**src/rtl/div_pkg.sv**
```systemverilog
// ---------------------------------------------------------------------------
// div_pkg
// Shared types and constants for the sequential restoring divider.
//   div_state_t : controller state encoding (IDLE / RUN / DONE)
//   DIV_ZERO_Q  : quotient returned for a divide-by-zero request; the
//                 controller keeps the low WIDTH bits, giving all ones.
// ---------------------------------------------------------------------------
package div_pkg;

  typedef enum logic [1:0] {
    IDLE = 2'd0,
    RUN  = 2'd1,
    DONE = 2'd2
  } div_state_t;

  localparam logic [31:0] DIV_ZERO_Q = 32'hFFFF_FFFF;

endpackage

```
**src/rtl/seq_divider_ctrl_if.sv**
```systemverilog
// ---------------------------------------------------------------------------
// seq_divider_ctrl_if
// Operand and result handshake bundle of the sequential divider.
//   in_valid / in_ready : operand handshake, a = dividend, b = divisor
//   out_valid / out_ready : result handshake, q = quotient, r = remainder,
//                           div_zero = result came from a b==0 request
// Modports:
//   master : producer of operands and consumer of results
//   slave  : the divider controller
// ---------------------------------------------------------------------------
interface seq_divider_ctrl_if #(
  parameter int WIDTH = 4
);

  logic             in_valid;
  logic             in_ready;
  logic [WIDTH-1:0] a;
  logic [WIDTH-1:0] b;
  logic             out_valid;
  logic             out_ready;
  logic [WIDTH-1:0] q;
  logic [WIDTH-1:0] r;
  logic             div_zero;

  modport master (
    output in_valid,
    output a,
    output b,
    output out_ready,
    input  in_ready,
    input  out_valid,
    input  q,
    input  r,
    input  div_zero
  );

  modport slave (
    input  in_valid,
    input  a,
    input  b,
    input  out_ready,
    output in_ready,
    output out_valid,
    output q,
    output r,
    output div_zero
  );

endinterface

```
**src/rtl/div_row.sv**
```systemverilog
// ---------------------------------------------------------------------------
// div_row
// One combinational restoring-division step.
//   i_sh    : shifted partial remainder {rem, next dividend bit}, WIDTH+1 bits
//   i_b     : divisor
//   o_rem   : next partial remainder (WIDTH bits)
//   o_q_bit : quotient bit produced by this step
// The partial remainder entering a step is always below the divisor, so the
// restored value (i_sh) is below the divisor as well and its top bit is zero;
// only the low WIDTH bits need to be carried forward.
// ---------------------------------------------------------------------------
module div_row #(
  parameter int WIDTH = 4
) (
  input  logic [WIDTH:0]   i_sh,
  input  logic [WIDTH-1:0] i_b,
  output logic [WIDTH-1:0] o_rem,
  output logic             o_q_bit
);

  logic [WIDTH:0] w_t;

  assign w_t     = i_sh - {1'b0, i_b};
  // A clear sign bit means the trial subtraction fit.
  assign o_q_bit = ~w_t[WIDTH];

  // Keep the difference when it fit, otherwise restore the shifted value.
  always_comb begin
    o_rem = i_sh[WIDTH-1:0];
    if (o_q_bit) begin
      o_rem = w_t[WIDTH-1:0];
    end else begin
      o_rem = i_sh[WIDTH-1:0];
    end
  end

endmodule

```
**src/rtl/seq_divider_ctrl.sv**
```systemverilog
// ---------------------------------------------------------------------------
// seq_divider_ctrl
// Sequential unsigned divider: accepts a/b, runs one restoring row per clock
// for WIDTH clocks, then presents q/r until the consumer takes them.
// Ports:
//   clk : rising-edge clock
//   rst : asynchronous active-high reset; discards any operation in flight
//   bus : seq_divider_ctrl_if.slave (operand and result handshakes)
// A zero divisor skips the rows entirely and answers the next cycle with
// q = all ones, r = a, div_zero = 1.
// ---------------------------------------------------------------------------
module seq_divider_ctrl
  import div_pkg::*;
#(
  parameter int WIDTH = 4
) (
  input  logic               clk,
  input  logic               rst,
  seq_divider_ctrl_if.slave  bus
);

  localparam int             CW       = $clog2(WIDTH);
  localparam logic [CW-1:0]  CNT_LAST = CW'(WIDTH - 1);
  localparam logic [CW-1:0]  CNT_ONE  = CW'(1);

  div_state_t       r_state;
  logic [WIDTH-1:0] r_b;
  logic [WIDTH-1:0] r_quo;
  logic [WIDTH-1:0] r_rem;
  logic [CW-1:0]    r_cnt;
  logic             r_in_ready;
  logic             r_out_valid;
  logic [WIDTH-1:0] r_q;
  logic [WIDTH-1:0] r_r;
  logic             r_div_zero;

  logic [WIDTH:0]   w_sh;
  logic [WIDTH-1:0] w_rem_next;
  logic             w_q_bit;
  logic [WIDTH-1:0] w_quo_next;

  // Bring down the next dividend bit (MSB of the shifting quotient register).
  assign w_sh       = {r_rem, r_quo[WIDTH-1]};
  // Dividend bits shift out the top while quotient bits shift in the bottom.
  assign w_quo_next = {r_quo[WIDTH-2:0], w_q_bit};

  div_row #(
    .WIDTH (WIDTH)
  ) u_row (
    .i_sh    (w_sh),
    .i_b     (r_b),
    .o_rem   (w_rem_next),
    .o_q_bit (w_q_bit)
  );

  // Controller FSM: operand capture, row sequencing and registered results.
  always_ff @(posedge clk or posedge rst) begin
    if (rst) begin
      r_state     <= IDLE;
      r_b         <= {WIDTH{1'b0}};
      r_quo       <= {WIDTH{1'b0}};
      r_rem       <= {WIDTH{1'b0}};
      r_cnt       <= {CW{1'b0}};
      r_in_ready  <= 1'b1;
      r_out_valid <= 1'b0;
      r_q         <= {WIDTH{1'b0}};
      r_r         <= {WIDTH{1'b0}};
      r_div_zero  <= 1'b0;
    end else begin
      case (r_state)
        IDLE: begin
          if (bus.in_valid && r_in_ready) begin
            r_b        <= bus.b;
            r_quo      <= bus.a;
            r_rem      <= {WIDTH{1'b0}};
            r_cnt      <= {CW{1'b0}};
            r_in_ready <= 1'b0;
            if (bus.b == {WIDTH{1'b0}}) begin
              r_state     <= DONE;
              r_out_valid <= 1'b1;
              r_q         <= DIV_ZERO_Q[WIDTH-1:0];
              r_r         <= bus.a;
              r_div_zero  <= 1'b1;
            end else begin
              r_state <= RUN;
            end
          end
        end
        RUN: begin
          r_quo <= w_quo_next;
          r_rem <= w_rem_next;
          if (r_cnt == CNT_LAST) begin
            // Last row: publish the result straight from the row outputs.
            r_state     <= DONE;
            r_out_valid <= 1'b1;
            r_q         <= w_quo_next;
            r_r         <= w_rem_next;
            r_div_zero  <= 1'b0;
          end else begin
            r_cnt <= r_cnt + CNT_ONE;
          end
        end
        DONE: begin
          if (bus.out_ready) begin
            r_state     <= IDLE;
            r_out_valid <= 1'b0;
            r_in_ready  <= 1'b1;
          end
        end
        default: begin
          r_state     <= IDLE;
          r_out_valid <= 1'b0;
          r_in_ready  <= 1'b1;
        end
      endcase
    end
  end

  assign bus.in_ready  = r_in_ready;
  assign bus.out_valid = r_out_valid;
  assign bus.q         = r_q;
  assign bus.r         = r_r;
  assign bus.div_zero  = r_div_zero;

endmodule
```
**src/flat_wrapper.sv**
```systemverilog
// flat-port wrapper written by rule: the top's interface ports become plain ports
module seq_divider_ctrl_flat import div_pkg::*;
#(
  parameter int WIDTH = 4
)
  (clk, rst, bus_in_valid, bus_a, bus_b, bus_out_ready, bus_in_ready, bus_out_valid, bus_q, bus_r, bus_div_zero);
  seq_divider_ctrl_if #(.WIDTH(WIDTH)) bus_i ();
  input  logic clk;
  input  logic rst;
  input wire logic [$bits(bus_i.in_valid)-1:0] bus_in_valid;
  input wire logic [$bits(bus_i.a)-1:0] bus_a;
  input wire logic [$bits(bus_i.b)-1:0] bus_b;
  input wire logic [$bits(bus_i.out_ready)-1:0] bus_out_ready;
  output wire logic [$bits(bus_i.in_ready)-1:0] bus_in_ready;
  output wire logic [$bits(bus_i.out_valid)-1:0] bus_out_valid;
  output wire logic [$bits(bus_i.q)-1:0] bus_q;
  output wire logic [$bits(bus_i.r)-1:0] bus_r;
  output wire logic [$bits(bus_i.div_zero)-1:0] bus_div_zero;
  assign bus_i.in_valid = bus_in_valid;
  assign bus_i.a = bus_a;
  assign bus_i.b = bus_b;
  assign bus_i.out_ready = bus_out_ready;
  assign bus_in_ready = bus_i.in_ready;
  assign bus_out_valid = bus_i.out_valid;
  assign bus_q = bus_i.q;
  assign bus_r = bus_i.r;
  assign bus_div_zero = bus_i.div_zero;
  seq_divider_ctrl #(.WIDTH(WIDTH)) u_core (.clk(clk), .rst(rst), .bus(bus_i));
endmodule
```
**config.mk**
```make
export PLATFORM = sky130hd
export DESIGN_NAME = seq_divider_ctrl_flat
export DESIGN_NICKNAME = d
export VERILOG_FILES = /design/src/rtl/div_pkg.sv /design/src/rtl/seq_divider_ctrl_if.sv /design/src/rtl/div_row.sv /design/src/rtl/seq_divider_ctrl.sv /design/src/flat_wrapper.sv
export SDC_FILE = /design/constraint.sdc
export NUM_CORES = 1
export LEC_CHECK = 0
export ABC_AREA = 1
export BUFFER_PORTS_ARGS = -buffer_cell sky130_fd_sc_hd__buf_2
export CAP_MARGIN = 25
export CORE_MARGIN = 4
export CORE_UTILIZATION = 60
export CTS_BUF_LIST = sky130_fd_sc_hd__clkbuf_2
export CTS_CLUSTER_DIAMETER = 30
export CTS_CLUSTER_SIZE = 30
export DETAILED_ROUTE_END_ITERATION = 8
export PLACE_DENSITY_LB_ADDON = 0.15
export SYNTH_ARGS = -nofsm -noshare
export SYNTH_HDL_FRONTEND = slang
export SYNTH_HIERARCHICAL = 1
export SYNTH_SLANG_ARGS = --single-unit
```
**constraint.sdc**
```tcl
create_clock -name clk -period 5.4 [get_ports clk]
set_clock_uncertainty 0.05 [all_clocks]
set_input_delay 0.54 -clock clk [delete_from_list [all_inputs] [get_ports clk]]
set_output_delay 0.54 -clock clk [all_outputs]
set_load 0.01 [all_outputs]
```
Yosys cells after proc, flatten, opt, wreduce, memory -nomap -nowiden
Index checks and enable logic that the tools add are counted.
{ "op_classes": {"add_sub_neg": 2, "mul": 0, "div": 0, "magnitude_cmp": 0, "n_eq_ne": 8, "shifts": 0, "muxes": 31, "bitwise": 2, "n_reduce_logical": 11} }
{ "op_table": {"columns": ["operator", "count"], "rows": [
  ["$mux 4", 9],
  ["$pmux 4 s2", 4],
  ["$mux 2", 6],
  ["$reduce_and 3->1", 3],
  ["$reduce_and 4->1", 2],
  ["$mux 1", 7],
  ["$ne 2x1->1 const B", 3],
  ["$pmux 1 s3", 2],
  ["$pmux 2 s3", 1],
  ["$sub 5x4->5", 1],
  ["$eq 2x2->1 const B", 2],
  ["$logic_not 4->1", 1],
  ["$ne 2x2->1 const B", 2],
  ["$pmux 2 s2", 1],
  ["$reduce_and 2->1", 2],
  ["$add 2x1->2 const B", 1],
  ["$eq 2x1->1 const B", 1],
  ["$logic_not 2->1", 1],
  ["$not 1->1", 2],
  ["$pmux 1 s2", 1],
  ["$reduce_bool 2->1", 1],
  ["$logic_and 1x1->1", 1]
]} }
{ "word_totals": {"register_bits": 27, "latchBits": 0, "ramBits": 0, "romBits": 0, "out_inout_bits": 11, "wordCells": 64, "memories": 0} }

Logic depth before layout (Yosys ltp)
{ "depth": {"ltp_word": 4, "mapped_depth": 14, "ltp_nobuf": 14} }

Hierarchy
The synthesis kept the hierarchy.
{ "by_module_without_submodules": {"columns": ["module", "instances", "cells_each", "area_each_um2", "seq_area_each_um2"], "rows": [
  ["seq_divider_ctrl", 1, 152, 1231.2, 676.9],
  ["div_row", 1, 49, 287.8, 0.0]
]} }

Least setup slack after synthesis
No wires, ideal clock.
{ "synth_path": {"path_type": "flip-flop to flip-flop", "start": "register u_core.r_quo[3]", "end": "register u_core.r_r[2] (netlist: u_core/bus.r[2])", "setup_ns": 0.066, "arrival_ns": 1.773, "required_time_ns": 5.284, "setup_slack_ns": 3.511, "stages_incl_launch_ff": 15, "n_path_buf": 0, "period_less_slack_ns": 1.889, "cell_sequence": "dfrtp_1 > inv_1 > ha_1 > fa_1 > inv_1 > nand2_2 > nand2_2 > nand3_4 > nand2_4 > nand2_1 > nand2_1 > inv_1 > o21ai_0 > nand3_1 > nand2_1"} }
{ "synth_between": {"elab_chain_cells": 4} }
{ "synth_rtl": {"columns": ["element", "line", "source"], "rows": [
  ["from (decl)", "seq_divider_ctrl.sv:28", "logic [WIDTH-1:0] r_quo;"],
  ["from (signal assigned)", "seq_divider_ctrl.sv:61", "r_quo <= {WIDTH{1'b0}};"],
  ["from (signal assigned)", "seq_divider_ctrl.sv:74", "r_quo <= bus.a;"],
  ["from (signal assigned)", "seq_divider_ctrl.sv:90", "r_quo <= w_quo_next;"],
  ["$sub 5x4->5", "div_row.sv:23", "assign w_t = i_sh - {1'b0, i_b};"],
  ["$mux 4", "div_row.sv:30", "if (o_q_bit) begin"],
  ["net u_core.w_rem_next[2]", "seq_divider_ctrl.sv:38", "logic [WIDTH-1:0] w_rem_next;"],
  ["$mux 4", "seq_divider_ctrl.sv:92", "if (r_cnt == CNT_LAST) begin"],
  ["$pmux 4 s2", "seq_divider_ctrl.sv:70", "case (r_state)"],
  ["to (signal assigned)", "seq_divider_ctrl.sv:67", "r_r <= {WIDTH{1'b0}};"],
  ["to (signal assigned)", "seq_divider_ctrl.sv:82", "r_r <= bus.a;"],
  ["to (signal assigned)", "seq_divider_ctrl.sv:97", "r_r <= w_rem_next;"],
  ["to (decl)", "seq_divider_ctrl.sv:34", "logic [WIDTH-1:0] r_r;"]
]} }
The timed path passes the listed nets, and every way through them passes these cells. The select of a mux whose other input is x is not followed.
A chain may end at the register's enable or synchronous reset.

Final worst setup path
Ends and elaborated chain as after synthesis.

==> results.cfg <==
[global_routing]
top_usage_layer = met2
grt_pass1_wl_um = 5510
antenna_found_initial = 0
grt_use_total_pct = 20.6
grt_overflow = 0
grt_use_met2_pct = 35.1
grt_pass1_vias = 1403
grtUsageMet1_pct = 25.2
grt_max_degree = 28
met3_usage_pct = 2.85

[pwr]
power_mw = 1.09
p_int_uw = 540
cellLeakagePower_nw = 0.958
power_density_nw_per_um2 = 640
peakVddDrop_mv = 0.389
p_clk_share_pct = 7.1
p_sw_uw = 547
p_comb_share_pct = 60.5
pwr-share-seq_pct = 32.4
swShare_pct = 50.3

[yosys]
yosysWarningCount = 6
syn-num-nets = 219
ys_types = 22
avgSynthCellArea_um2 = 7.56
muxShareOfSynthArea_pct = 0
synthXorXnorAreaFrac_pct = 0.577
synth_compound_area_share_pct = 6.26
synth_seq_cells = 27
synth_top_family_by_area = simple AND/OR/NAND/NOR gates
synth-seq-area-share_pct = 44.6
netlist_area_um2 = 1520
synthAdderAreaFrac_pct = 5.44
synth_simple_gate_area_share_pct = 34.3
syn_inst = 201

[routing]
drtAntennaViolNets = 0
drt_iter0_drc = 37
vias = 1377
wl_um = 3240
dr.pass1.iters = 4
viasPerCell = 5.42
wl_per_cell_um = 12.7
drc = 0

[clock_tree]
holdBufCountCts = 0
cts-root-buf = clkbuf_2
clkSinkCount = 27
cts_buffer_depth = 2
postCtsSetupBuffers = 0
cts_tree = built
cts_resized = 0
cts_made_buffers = 3
h-tree-depth = 1
clkTransAtPathRegs_ps = 250
clk_latency_ps = 340

[worst_setup_path]
setup.worst_path.class = reg -> reg
worstPathMaxFanout = 5
startpoint_type = flop
endpoint_kind = flop
critPathArrivalTime_ps = 2460
critPathRequiredTime_ps = 5660

[die]
row_count = 17
initial_core_util_pct = 65.5
die_w_um = 58.3
dieArea_um2 = 3400
die_y_um = 58.3
num_io_pins = 23
core-area_um2 = 2320

[finish]
final_cells = 254
antenna_cells = 0
nets = 245
fillers = 170
final_cell_mix = nand2_1, dfrtp_1, inv_1
drive_gt1_share_pct = 19.5
area_growth_pct = 11.8
utilization_pct = 73.2
final_common_cell = nand2_1

[sta]
slew_viol_final = 0
final_min_period_over_clock_period_pct = 40.7
fin_crit_ps = 2200
setup-tns-final_ps = 0
worstMarginPinSlew_ps = 491
rsz0062_at_grt = no
fmax_ghz = 0.455
setup_viol = 0
hold_violations = 0
slew_headroom_pct = 67.1

[job]
drv_cap = 0

[placed_design]
place_congestion = 0.844
placedCellCount = 249
port_buffers = 22
place_hpwl_um = 2440

[worst_hold_path]
hp-class = in -> async

[outcome]
outcome = completed
-- final cells by class --
type / instances / area [µm²] / share of cell area [%]
clock buffers: 3 / 15.0 / 0.884
clock inverters: 1 / 7.51 / 0.442
flip-flops and latches: 27 / 677 / 39.9
repair buffers: 23 / 138 / 8.11
multi-input cells: 142 / 708 / 41.7
well taps: 28 / 35.0 / 2.06
inverters: 30 / 118 / 6.93
-- logic make-up (layout without fill, tap and decap cells) --
| logic type | Yosys count | count (layout) |
|---|---|---|
| xor+xnor | 1 | 1 |
| fa+ha+maj | 6 | 6 |
| simple gates | 116 | 116 |
| compound gates | 19 | 19 |
| flops | 27 | 27 |
| buf+inv | 32 | 57 |
-- worst max-delay path, stage by stage, from the launching register on --
cell	delay, ps
dfrtp_1	420
inv_1	50
ha_1	220
fa_1	410
inv_1	120
nand2_2	60
nand2_2	80
nand3_4	100
nand2_4	100
nand2_1	60
nand2_1	60
inv_1	50
o21ai_0	170
nand3_1	110
nand2_1	90
-- layer usage --
metal	up-vias	wire length (µm)
li1	678	-
met1	645	1400
met2	47	1590
met3	7	203
met4	0	43
met5	-	0
-- registers in the layout, indices dropped and copies added (netlist names) --
signal and count:
u_core/bus.r 4, u_core/bus.out_valid 1, u_core/r_cnt 2, u_core/bus.in_ready 1, u_core/r_rem 4, u_core/bus.q 4, u_core/bus.div_zero 1, u_core/r_state 2
u_core/r_b 4, u_core/r_quo 4
-- path summary, 6_finish.rpt --
| path | startpoint | to | slack [ps] | cells after the start |
|---|---|---|---|---|
| max in group asynchronous | rst | u_core/bus.in_ready | 4770 | 3 |
| max | u_core/r_quo[3] | u_core/bus.r[2] | 3200 | 14 |
| min | rst | u_core/r_b[2] | 40 | 2 |
| max reg2reg | u_core/r_quo[3] | u_core/bus.r[2] | 3200 | 14 |
| min in group clk | bus_b[0] | u_core/r_b[0] | 330 | 3 |
| min reg2reg | u_core/bus.q[2] | u_core/bus.q[2] | 450 | 2 |
-- power groups by stage --
| stage | registers, mW | logic [mW] | clock network [mW] |
|---|---|---|---|
| 2_1_floorplan | 0.366 | 0.485 | 0 |
| 3_3_place_gp | 0.352 | 0.617 | 0 |
| 3_5_place_dp | 0.356 | 0.649 | 0 |
| 4_1_cts | 0.351 | 0.652 | 0.0802 |
| 5_1_grt | 0.362 | 0.751 | 0.0891 |
| 6_report | 0.352 | 0.658 | 0.0768 |
-- synthesized netlist by cell type --
library cell / instances / area (µm²)
nand3_2: 1 / 10.0
dfstp_2: 1 / 26.3
o21ai_0: 4 / 20.0
nand2_1: 74 / 278
xnor2_1: 1 / 8.76
buf_2: 1 / 5.00
dfrtp_1: 26 / 651
nor3_2: 1 / 10.0
nor2_1: 11 / 41.3
buf_6: 1 / 11.3
inv_2: 4 / 15.0
a21oi_1: 3 / 15.0
o21ai_1: 12 / 60.1
inv_1: 24 / 90.1
or2_1: 1 / 6.26
nand2_4: 3 / 33.8
fa_1: 1 / 20.0
ha_1: 5 / 62.6
nand2_2: 4 / 25.0
inv_4: 2 / 12.5
nand3_1: 20 / 100
nand3_4: 1 / 17.5
-- metrics by stage --
stage / cell area [µm²] / hold WS [ps] / setup slack, ps
after floorplan: 1520 / 392 / 3510
after global placement: 1650 / 399 / 3420
after detailed placement: 1650 / 404 / 3290
after CTS: 1670 / 306 / 3230
after global routing: 1700 / 5.24 / 3100
final: 1700 / 39.4 / 3200
Power figures use the tool's default switching activity.
